**src/rtl/demux_1x3_reg_pkg.sv**
```systemverilog
// rtl/demux_1x3_reg_pkg.sv - select codes and lane count shared by the demux and the datapath muxes
package demux_1x3_reg_pkg;
  localparam int NUM_LANES = 3;

  localparam logic [1:0] SEL_L0  = 2'b00;
  localparam logic [1:0] SEL_L1  = 2'b01;
  localparam logic [1:0] SEL_L2  = 2'b10;
  localparam logic [1:0] SEL_ILL = 2'b11;
endpackage

```
**src/rtl/demux_lane.sv**
```systemverilog
// rtl/demux_lane.sv - one-entry output register for a single demux lane
module demux_lane #(
  parameter int WIDTH = 1
) (
  input  logic             clk,
  input  logic             reset_n,
  input  logic             load,
  input  logic [WIDTH-1:0] load_data,
  input  logic             out_ready,
  output logic             out_valid,
  output logic [WIDTH-1:0] out_data,
  output logic             can_load
);
  logic             r_full;
  logic [WIDTH-1:0] r_data;

  // A draining entry frees the slot in the same cycle, giving one beat per cycle.
  assign can_load  = !r_full || out_ready;
  assign out_valid = r_full;
  assign out_data  = r_data;

  always_ff @(posedge clk or negedge reset_n) begin
    if (!reset_n) begin
      r_full <= 1'b0;
      r_data <= '0;
    end else begin
      if (load) begin
        r_full <= 1'b1;
        r_data <= load_data;
      end else if (out_ready) begin
        r_full <= 1'b0;
      end
    end
  end
endmodule

```
**src/rtl/demux_1x3_reg.sv**
```systemverilog
// rtl/demux_1x3_reg.sv - registered 1-to-3 stream demux with illegal-select drop counter
import demux_1x3_reg_pkg::*;

module demux_1x3_reg #(
  parameter int WIDTH = 1,
  parameter int CNT_W = 8
) (
  input  logic                 clk,
  input  logic                 reset_n,
  input  logic                 in_valid,
  input  logic [1:0]           in_sel,
  input  logic [WIDTH-1:0]     in_data,
  output logic                 in_ready,
  output logic [NUM_LANES-1:0] out_valid,
  output logic [WIDTH-1:0]     out_data0,
  output logic [WIDTH-1:0]     out_data1,
  output logic [WIDTH-1:0]     out_data2,
  input  logic [NUM_LANES-1:0] out_ready,
  output logic                 err,
  output logic [CNT_W-1:0]     drop_cnt
);
  logic [NUM_LANES-1:0] w_can_load;
  logic [NUM_LANES-1:0] w_load;
  logic [WIDTH-1:0]     w_lane_data [NUM_LANES];
  logic                 w_accept;
  logic                 w_drop;
  logic                 r_err;
  logic [CNT_W-1:0]     r_drop_cnt;

  // Illegal beats are always consumed so a bad selector can never wedge the producer.
  always_comb begin
    in_ready = 1'b1;
    case (in_sel)
      SEL_L0:  in_ready = w_can_load[0];
      SEL_L1:  in_ready = w_can_load[1];
      SEL_L2:  in_ready = w_can_load[2];
      default: in_ready = 1'b1;
    endcase
  end

  assign w_accept = in_valid && in_ready;
  assign w_drop   = w_accept && (in_sel == SEL_ILL);

  genvar g;
  generate
    for (g = 0; g < NUM_LANES; g++) begin : g_lane
      assign w_load[g] = w_accept && (in_sel == 2'(g));

      demux_lane #(.WIDTH(WIDTH)) u_lane (
        .clk       (clk),
        .reset_n   (reset_n),
        .load      (w_load[g]),
        .load_data (in_data),
        .out_ready (out_ready[g]),
        .out_valid (out_valid[g]),
        .out_data  (w_lane_data[g]),
        .can_load  (w_can_load[g])
      );
    end
  endgenerate

  assign out_data0 = w_lane_data[0];
  assign out_data1 = w_lane_data[1];
  assign out_data2 = w_lane_data[2];

  always_ff @(posedge clk or negedge reset_n) begin
    if (!reset_n) begin
      r_err      <= 1'b0;
      r_drop_cnt <= '0;
    end else begin
      r_err <= w_drop;
      if (w_drop && (r_drop_cnt != {CNT_W{1'b1}})) begin
        r_drop_cnt <= r_drop_cnt + CNT_W'(1);
      end
    end
  end

  assign err      = r_err;
  assign drop_cnt = r_drop_cnt;
endmodule

```
**config.mk**
```make
export PLATFORM = sky130hd
export DESIGN_NAME = demux_1x3_reg
export DESIGN_NICKNAME = d
export VERILOG_FILES = /design/src/rtl/demux_1x3_reg_pkg.sv /design/src/rtl/demux_lane.sv /design/src/rtl/demux_1x3_reg.sv
export SDC_FILE = /design/constraint.sdc
export NUM_CORES = 1
export LEC_CHECK = 0
export BUFFER_PORTS_ARGS = -buffer_cell sky130_fd_sc_hd__buf_2
export CAP_MARGIN = 20
export CORE_MARGIN = 2
export CORE_UTILIZATION = 48
export CTS_CLUSTER_DIAMETER = 60
export DETAILED_ROUTE_END_ITERATION = 16
export PLACE_DENSITY_LB_ADDON = 0.2
export SYNTH_ARGS = -nofsm -noshare
export SYNTH_HDL_FRONTEND = slang
export SYNTH_SLANG_ARGS = --single-unit
```
**constraint.sdc**
```tcl
create_clock -name clk -period 1.75 [get_ports clk]
set_clock_uncertainty 0.2 [all_clocks]
set_input_delay 0.35 -clock clk [delete_from_list [all_inputs] [get_ports clk]]
set_output_delay 0.35 -clock clk [all_outputs]
set_load 0.1 [all_outputs]
```
### Word level (Yosys, flattened, before mapping)

Index checks and enable logic that the tools add are counted.

* register bits: 15
* output and inout port bits: 16
* input port bits: 9
* logic and storage cells: 36

* muxes and demuxes: 7
* equality and inequality tests: 4
* reductions and logical operators: 16
* $add $sub $neg: 1

Operator list (count)
* adder 8 x 1 -> 8 bit (second input constant): 1
* != test 8 bit (second input constant): 1
* logical AND 1 bit: 6
* two-way mux 1 bit: 6
* nonzero test 2 bit: 3
* == test 2 bit (second input constant): 2
* logical NOT 1 bit: 3
* logical OR 1 bit: 3
* case mux 1 bit (3 select lines): 1
* == test 2 x 1 -> 1 bit (second input constant): 1
* logical NOT 2 bit: 1

### Longest topological paths before layout

Gate-level depths: netlist of run 1.

* depth after elaboration: 6
* mapped depth: 4
* gate-level depth less buffers: 4

### Cells and area by module

Synthesis of run 1 repeated with hierarchy kept, for this count alone.

* cell total of the unflattened synthesis: 55
* area, all modules: 725.7 um2

Modules (own cells, without submodules)
* demux_1x3_reg: sequential area each 225.2 um2, area an instance 485.5 um2, times used 1, cells an instance 40
* demux_lane: sequential area each 50.0 um2, area an instance 80.1 um2, times used 3, cells an instance 5

### Least setup slack after synthesis of run 1

OpenSTA, ideal clock, no wires.

* path type: register to output
* start point: register g_lane[1].u_lane.r_full
* end point: output in_ready
* stages on the path, launching flop included: 4
* setup slack: -1431 ps
* required time: 1200 ps
* arrival time: 2631 ps
* cells stage by stage: dfrtp_1 > nand3b_1 > o21ai_0 > o21ai_0

* longest elaborated chain between the ends: 3

RTL lines
* from (decl): line demux_lane.sv:14 `logic r_full;`
* from (signal assigned): line demux_lane.sv:24 `r_full <= 1'b0;`
* from (signal assigned): line demux_lane.sv:28 `r_full <= 1'b1;`
* from (signal assigned): line demux_lane.sv:31 `r_full <= 1'b0;`
* logical NOT 1 bit: line demux_lane.sv:18 `assign can_load = !r_full || out_ready;`
* logical OR 1 bit: line demux_lane.sv:18
* case mux 1 bit (3 select lines): line demux_1x3_reg.sv:33 `case (in_sel)`
* to (decl): line demux_1x3_reg.sv:13 `output logic in_ready,`

Every way passes these cells.

### Worst setup path after layout of run 1

Ends and elaborated chain as after synthesis.

==> results of run 1 <==
==> cell usage after synthesis (2+ instances only) <==
master	instances
sky130_fd_sc_hd__nand2_1	3
sky130_fd_sc_hd__o21ai_0	6
sky130_fd_sc_hd__buf_4	3
sky130_fd_sc_hd__mux2_4	4
sky130_fd_sc_hd__mux2_2	3
sky130_fd_sc_hd__nand2b_1	4
sky130_fd_sc_hd__and3_1	3
sky130_fd_sc_hd__dfrtp_1	15
sky130_fd_sc_hd__inv_1	2
sky130_fd_sc_hd__o211ai_1	2
sky130_fd_sc_hd__xnor2_1	3
sky130_fd_sc_hd__nand3b_1	2
sky130_fd_sc_hd__nand3_1	3
==> critical path, delay by kind of cell (launching register included) <==
kind / cells / cell delay, ns
flops: 1 / 0.39
simple gates: 1 / 0.11
compound gates: 2 / 0.23
buf+inv: 1 / 0.19
==> final cells by class <==
cell class	instances	share of cell area [%]
Multi-Input combinational cell	46	37.5
Inverter	2	0.669
Timing Repair Buffer	31	22.1
Tap cell	16	1.78
Clock buffer	4	2.34
Sequential cell	15	35.7
==> registers in the layout, summed over array words and instances, names as in the netlist <==
register                 cells
g_lane.u_lane.out_data       3
drop_cnt                     8
g_lane.u_lane.out_valid      3
err                          1
==> path summary, 6_finish.rpt <==
check                                              to                       start  slack (ns)
setup reg to reg                          drop_cnt[1]                 drop_cnt[1]        0.17
hold / removal              g_lane[0].u_lane.out_data                     in_data        0.13
max in group asynchronous                 drop_cnt[1]                     reset_n        0.77
setup / recovery                             in_ready  g_lane[1].u_lane.out_valid       0.005
min in group asynchronous  g_lane[0].u_lane.out_valid                     reset_n        0.30
hold reg to reg             g_lane[1].u_lane.out_data   g_lane[1].u_lane.out_data        0.31
==> power by group through the flow <==
stage	registers, mW	logic (mW)	clock network, mW
final	0.584	0.969	0.196
after global routing	0.598	1.01	0.218
after CTS	0.582	0.963	0.204
after detailed placement	0.588	0.952	0
after global placement	0.579	0.941	0
after floorplan	1.06	0.243	0
==> per-stage QoR <==
stage	util [%]	std cells	total power, mW
after floorplan	-	67	1.31
after global placement	68.8	109	1.52
after detailed placement	68.8	109	1.54
after CTS	72.7	114	1.75
after global routing	73.6	114	1.82
final	73.6	114	1.75
==> repair_timing <==
item,4_1_cts,5_1_grt
setup endpoints to repair,1,7
hold buffers,1,0
endpoints found under the hold margin,15,0
resized for setup,8,6
buffers inserted,1,0
pin swaps,1,1
==> cells by family after synthesis <==
| group | after synthesis | synth area share, % |
|---|---|---|
| and+or+nand+nor | 23 | 20.7 |
| DFF | 15 | 47.8 |
| AOI/OAI and AO/OA | 12 | 9.39 |
| muxes | 7 | 11.9 |
| buffers and inverters | 6 | 5.25 |
| xor gates and xnor gates | 3 | 3.34 |
| adders and majority gates | 1 | 1.59 |
==> routing by layer <==
metal | vias to the layer above | wire, um | share of wire (%) | track usage (%)
met1 | 298 | 743 | 48 | 26.5
met2 | 19 | 719 | 46 | 29.3
li1 | 306 | - | - | -
met4 | 0 | 33 | 2.1 | 12.7
met3 | 4 | 66 | 4.2 | 2.45
met5 | - | 0 | 0 | 0
==> flow_summary.json, run 1 <==
{
  "slowest_stage": "sky130_fd_sc_hd__dfrtp_1",
  "setup_ws_final_ns": 0.00476,
  "totalNegativeSetupSlack_ns": 0,
  "layout-area-overhead-vs-synth_pct": 42.8,
  "timing.reg2reg.worst_path_depth": 4,
  "final_period_minus_worst_setup_slack_ns": 1.75,
  "globalRouteOverflowTotal": 0,
  "layout_common_cells": "15 x sky130_fd_sc_hd__buf_2, 9 x sky130_fd_sc_hd__clkbuf_4, 7 x sky130_fd_sc_hd__dfrtp_1",
  "initial_utilization_pct": 51.6,
  "fin_nets": 109,
  "cts_tree": "yes",
  "syn_area_um2": 786,
  "max_slew.worst_pin.slew_ns": 0.485,
  "async_flop_share_pct": 100,
  "powerDensity_nw_per_um2": 1560,
  "synthesis.area_per_instance_um2": 11.7,
  "dp_worst_setup_slack_ns": -0.0506,
  "synth_warnings": 0,
  "comb_power_share_pct": 55.4,
  "swShare_pct": 52.8,
  "vdd_ir_drop_max_mv": 1.14,
  "hp-class": "primary input to flip-flop",
  "routed_wire_length_per_instance_um": 13.7,
  "data_arrival_critical_path_ns": 1.20,
  "port-buffer-count": 24,
  "hold-path-cell-count": 2,
  "whs_ns": 0.126,
  "antenna_found_initial": 0,
  "crit_required_ns": 1.20,
  "outcome": "completed",
  "area_used_by_multi_input_combinational_logic_um2": 420,
  "synth_sequential_area_ratio_pct": 47.8,
  "cts-buffers-inserted": 3,
  "syn-instance-count": 67,
  "die_y_um": 44.5,
  "viasPerCell": 5.50,
  "crit_path_max_fanout": 2,
  "remaining_drc_errors": 0,
  "postSynth.topFlopCell": "sky130_fd_sc_hd__dfrtp_1",
  "synth_top_cells_by_area": "sky130_fd_sc_hd__dfrtp_1 48%, sky130_fd_sc_hd__mux2_4 7.6%, sky130_fd_sc_hd__mux2_2 4.3%",
  "cts.htree.levels": 1,
  "timing_worst_setup_path_type": "flip-flop to output pin",
  "max_cap_viol_count": 0,
  "final_max_slew_viol_count": 0,
  "synth.largest_area_cell": "sky130_fd_sc_hd__dfrtp_1",
  "relSlewSlack_pct": 67.9,
  "drive_gt1_share_pct": 57.1,
  "i_o_pin_count": 25,
  "switching_power_total_mw": 0.923,
  "fin_crit_sh_pct": 99.7,
  "filler_cell_count": 105,
  "route.vias.total": 627,
  "edff_count_synth": 0,
  "share_seq_of_total_power_pct": 33.4,
  "mappedNetlistNets": 77,
  "dr.pass1.iters": 2,
  "coreArea_um2": 1520,
  "clk_pin_slew_worst_paths_ns": 0.08,
  "grt_first_pass_wirelength_mm": 2.75,
  "critical-path-max-stage-delay_ns": 0.39,
  "dpl_cell_area_um2": 1050,
  "grtUsageTotal_pct": 19.6,
  "totalWireLength_mm": 1.56,
  "number_of_endpoints_failing_setup_at_the_final_stage": 0,
  "synth.distinct_cells": 27,
  "worst_skew_pair.late_latency_ns": 0.28,
  "crit_chain": "nand3b_1 -> o21ai_2 -> o21ai_4 -> buf_12",
  "antennaDiodeCount": 0,
  "finalWeightedCongestion": 0.725,
  "root_buffer": "sky130_fd_sc_hd__clkbuf_4",
  "p_clk_share_pct": 11.2,
  "synth.top_cell.area_share_pct": 47.8,
  "cell_internal_pwr_mw": 0.826,
  "ff_latch_area_um2": 400,
  "start_kind": "flip-flop",
  "grt_pass1_vias": 609,
  "crit_path_end_kind": "output pin",
  "die_area_um2": 1980,
  "dieWidth_um": 44.5,
  "timing.fmax_mhz": 573,
  "cts.sinks": 15,
  "rsz0062_at_grt": "yes",
  "antenna_left": 0,
  "layout_commonest_cell": "sky130_fd_sc_hd__buf_2",
  "synth_seq_cells": 15,
  "grt_start_max_net_pins": 16,
  "cts.path.max_buffers": 2,
  "finalHoldViolCount": 0,
  "leakage_nw": 0.506,
  "place_hpwl_mm": 1.12,
  "initialDrtViolationCount": 7,
  "rows": 14,
  "design_area_um2": 1120
}
Note: power is estimated with default switching activity, not from simulation.
==> inputs of run 2 (changes only) <==
--- a/config.mk
+++ b/config.mk
@@ -7,7 +7,7 @@
 export LEC_CHECK = 0
 export BUFFER_PORTS_ARGS = -buffer_cell sky130_fd_sc_hd__buf_2
 export CAP_MARGIN = 20
-export CORE_MARGIN = 2
+export CORE_MARGIN = 3
 export CORE_UTILIZATION = 48
 export CTS_CLUSTER_DIAMETER = 60
 export DETAILED_ROUTE_END_ITERATION = 16
==> run 2 against run 1 <==
Net effect: the run now ends with setup timing left; critical path type unchanged; sequential power decreased by 2%; non-clock buffer count grew 1; combinational power decreased by 2.5%; first-iteration DRC count grew to 2.6 times the previous value; flip-flop and latch count is the same; highest routed layer unchanged; via count increased by 1.9%; clock-buffer cell count did not move; routed wire length up 8.6%; final area shrank 1.1%; global-route usage rose by 0.39 points.
==> flow_summary.json, run 2 (synthesis gave the netlist of run 1 again) <==
{
  "outcome": "finished with violations",
  "failed_checks": "setup timing",
  "powerDensity_nw_per_um2": 1540,
  "layout_commonest_cell": "sky130_fd_sc_hd__buf_2",
  "crit_end": "in_ready",
  "clk_pin_slew_worst_paths_ns": 0.09,
  "top_usage_layer": "met2",
  "final_max_slew_viol_count": 0,
  "max_cap_viol_count": 0,
  "area_used_by_multi_input_combinational_logic_um2": 417,
  "grt_pass1_vias": 662,
  "largest_register_ffs": 8,
  "fin_nets": 110,
  "cts.path.max_buffers": 2,
  "r2r_end": "drop_cnt[1]",
  "leakage_nw": 0.505,
  "routed_wire_length_per_instance_um": 14.9,
  "filler_cell_count": 103,
  "coreArea_um2": 1420,
  "setup_ws_final_ns": -0.0445,
  "totalWireLength_mm": 1.70,
  "cts-buffers-inserted": 3,
  "initial_utilization_pct": 55.5,
  "grtUsageTotal_pct": 20.0,
  "met2_usage_pct": 31.0,
  "rsz0062_at_grt": "yes",
  "data_arrival_critical_path_ns": 1.24,
  "crit_path_max_fanout": 2,
  "globalRouteOverflowTotal": 0,
  "global_route.usage.met3_pct": 4.30,
  "number_of_endpoints_failing_setup_at_the_final_stage": 1,
  "grt.met1_usage_pct": 26.3,
  "ff_latch_area_um2": 400,
  "die_y_um": 46.5,
  "drive_gt1_share_pct": 56.6,
  "cts_tree": "yes",
  "hp-class": "primary input to flip-flop",
  "place_hpwl_mm": 1.23,
  "remaining_drc_errors": 0,
  "antennaDiodeCount": 0,
  "grt_start_max_net_pins": 16,
  "finalWeightedCongestion": 0.744,
  "worst_skew_pair.late_latency_ns": 0.28,
  "cts.sinks": 15,
  "relSlewSlack_pct": 67.9,
  "dieWidth_um": 46.5,
  "fin_cells": 114,
  "cts.htree.levels": 1,
  "max_slew.worst_pin.slew_ns": 0.485,
  "critPathLaunch": "g_lane[1].u_lane.out_valid",
  "dr.pass1.iters": 4,
  "crit_path_end_kind": "output pin",
  "layout-area-overhead-vs-synth_pct": 41.2,
  "port-buffer-count": 24,
  "layout_common_cells": "16 x sky130_fd_sc_hd__buf_2, 8 x sky130_fd_sc_hd__clkbuf_4, 7 x sky130_fd_sc_hd__dfrtp_1, 7 x sky130_fd_sc_hd__buf_4, 6 x sky130_fd_sc_hd__dfrtp_4",
  "final_period_minus_worst_setup_slack_ns": 1.79,
  "finalHoldViolCount": 0,
  "crit_required_ns": 1.20,
  "antenna_left": 0,
  "vdd_ir_drop_max_mv": 1.42,
  "dp_worst_setup_slack_ns": -0.129,
  "placed_cells_incl_taps": 108,
  "grt_first_pass_wirelength_mm": 2.97,
  "timing.fmax_mhz": 557,
  "start_kind": "flip-flop",
  "viasPerCell": 5.61,
  "i_o_pin_count": 25,
  "timing.reg2reg.worst_path_depth": 4,
  "reg2reg_setup_slack_ns": 0.18,
  "initialDrtViolationCount": 18,
  "die_area_um2": 2160,
  "route.vias.total": 639,
  "root_buffer": "sky130_fd_sc_hd__clkbuf_4",
  "fin_crit_sh_pct": 103,
  "hold-path-cell-count": 2,
  "rows": 13,
  "r2r-start": "drop_cnt[1]",
  "timing_worst_setup_path_type": "flip-flop to output pin",
  "antenna_found_initial": 0
}
[run 2: how the worst min path moves through the flow]
stage / start / end / slack, ns
final: in_data / g_lane[0].u_lane.out_data / 0.12
after global routing: in_data / g_lane[2].u_lane.out_data / 0.13
after CTS: in_data / g_lane[0].u_lane.out_data / 0.12
after detailed placement: reset_n / g_lane[0].u_lane.out_valid / 0.07
after global placement: reset_n / g_lane[0].u_lane.out_valid / 0.07
after floorplan: reset_n / drop_cnt[6] / -0.15
[run 2: cell type report]
class	count	share of cell area, %
Clock buffer	4	2.37
Inverter	2	0.676
Multi-Input combinational cell	46	37.5
Sequential cell	15	36.1
Tap cell	15	1.69
Timing Repair Buffer	32	21.6
[run 2: critical path: stages (launching register included)]
cell	delay [ns]
sky130_fd_sc_hd__dfrtp_1	0.39
sky130_fd_sc_hd__nand3b_1	0.13
sky130_fd_sc_hd__o21ai_2	0.10
sky130_fd_sc_hd__o21ai_4	0.15
sky130_fd_sc_hd__buf_12	0.19
[run 2: metal layers]
metal	part of all wire [%]	up-vias
li1	-	305
met1	44	304
met2	46	26
met3	7.3	4
met4	2.2	0
met5	0	-
[run 2: through the flow]
stage                     TNS, ns  utilization [%]  total power, mW  cell area (um^2)  hold slack (ns)
after floorplan           -0.0259                -             1.31               855           -0.146
after global placement    -0.0356             72.9             1.48              1030           0.0657
after detailed placement   -0.129             72.9             1.49              1030           0.0704
after CTS                 -0.0427             77.0             1.71              1090            0.115
after global routing       -0.108             78.4             1.79              1110            0.126
final                     -0.0445             78.4             1.71              1110            0.122
[run 2: repair_timing]
action	4_1_cts	5_1_grt
gates resized for setup	8	5
buffers inserted	0	1
endpoints found under the hold margin	15	0
hold buffers	1	0
endpoints found under the setup margin	2	6
[run 2: where the power goes]
part,switching (mW),internal (mW),total (mW)
sequential,0.118,0.456,0.573
clock,0.107,0.0883,0.196
combinational,0.693,0.252,0.945
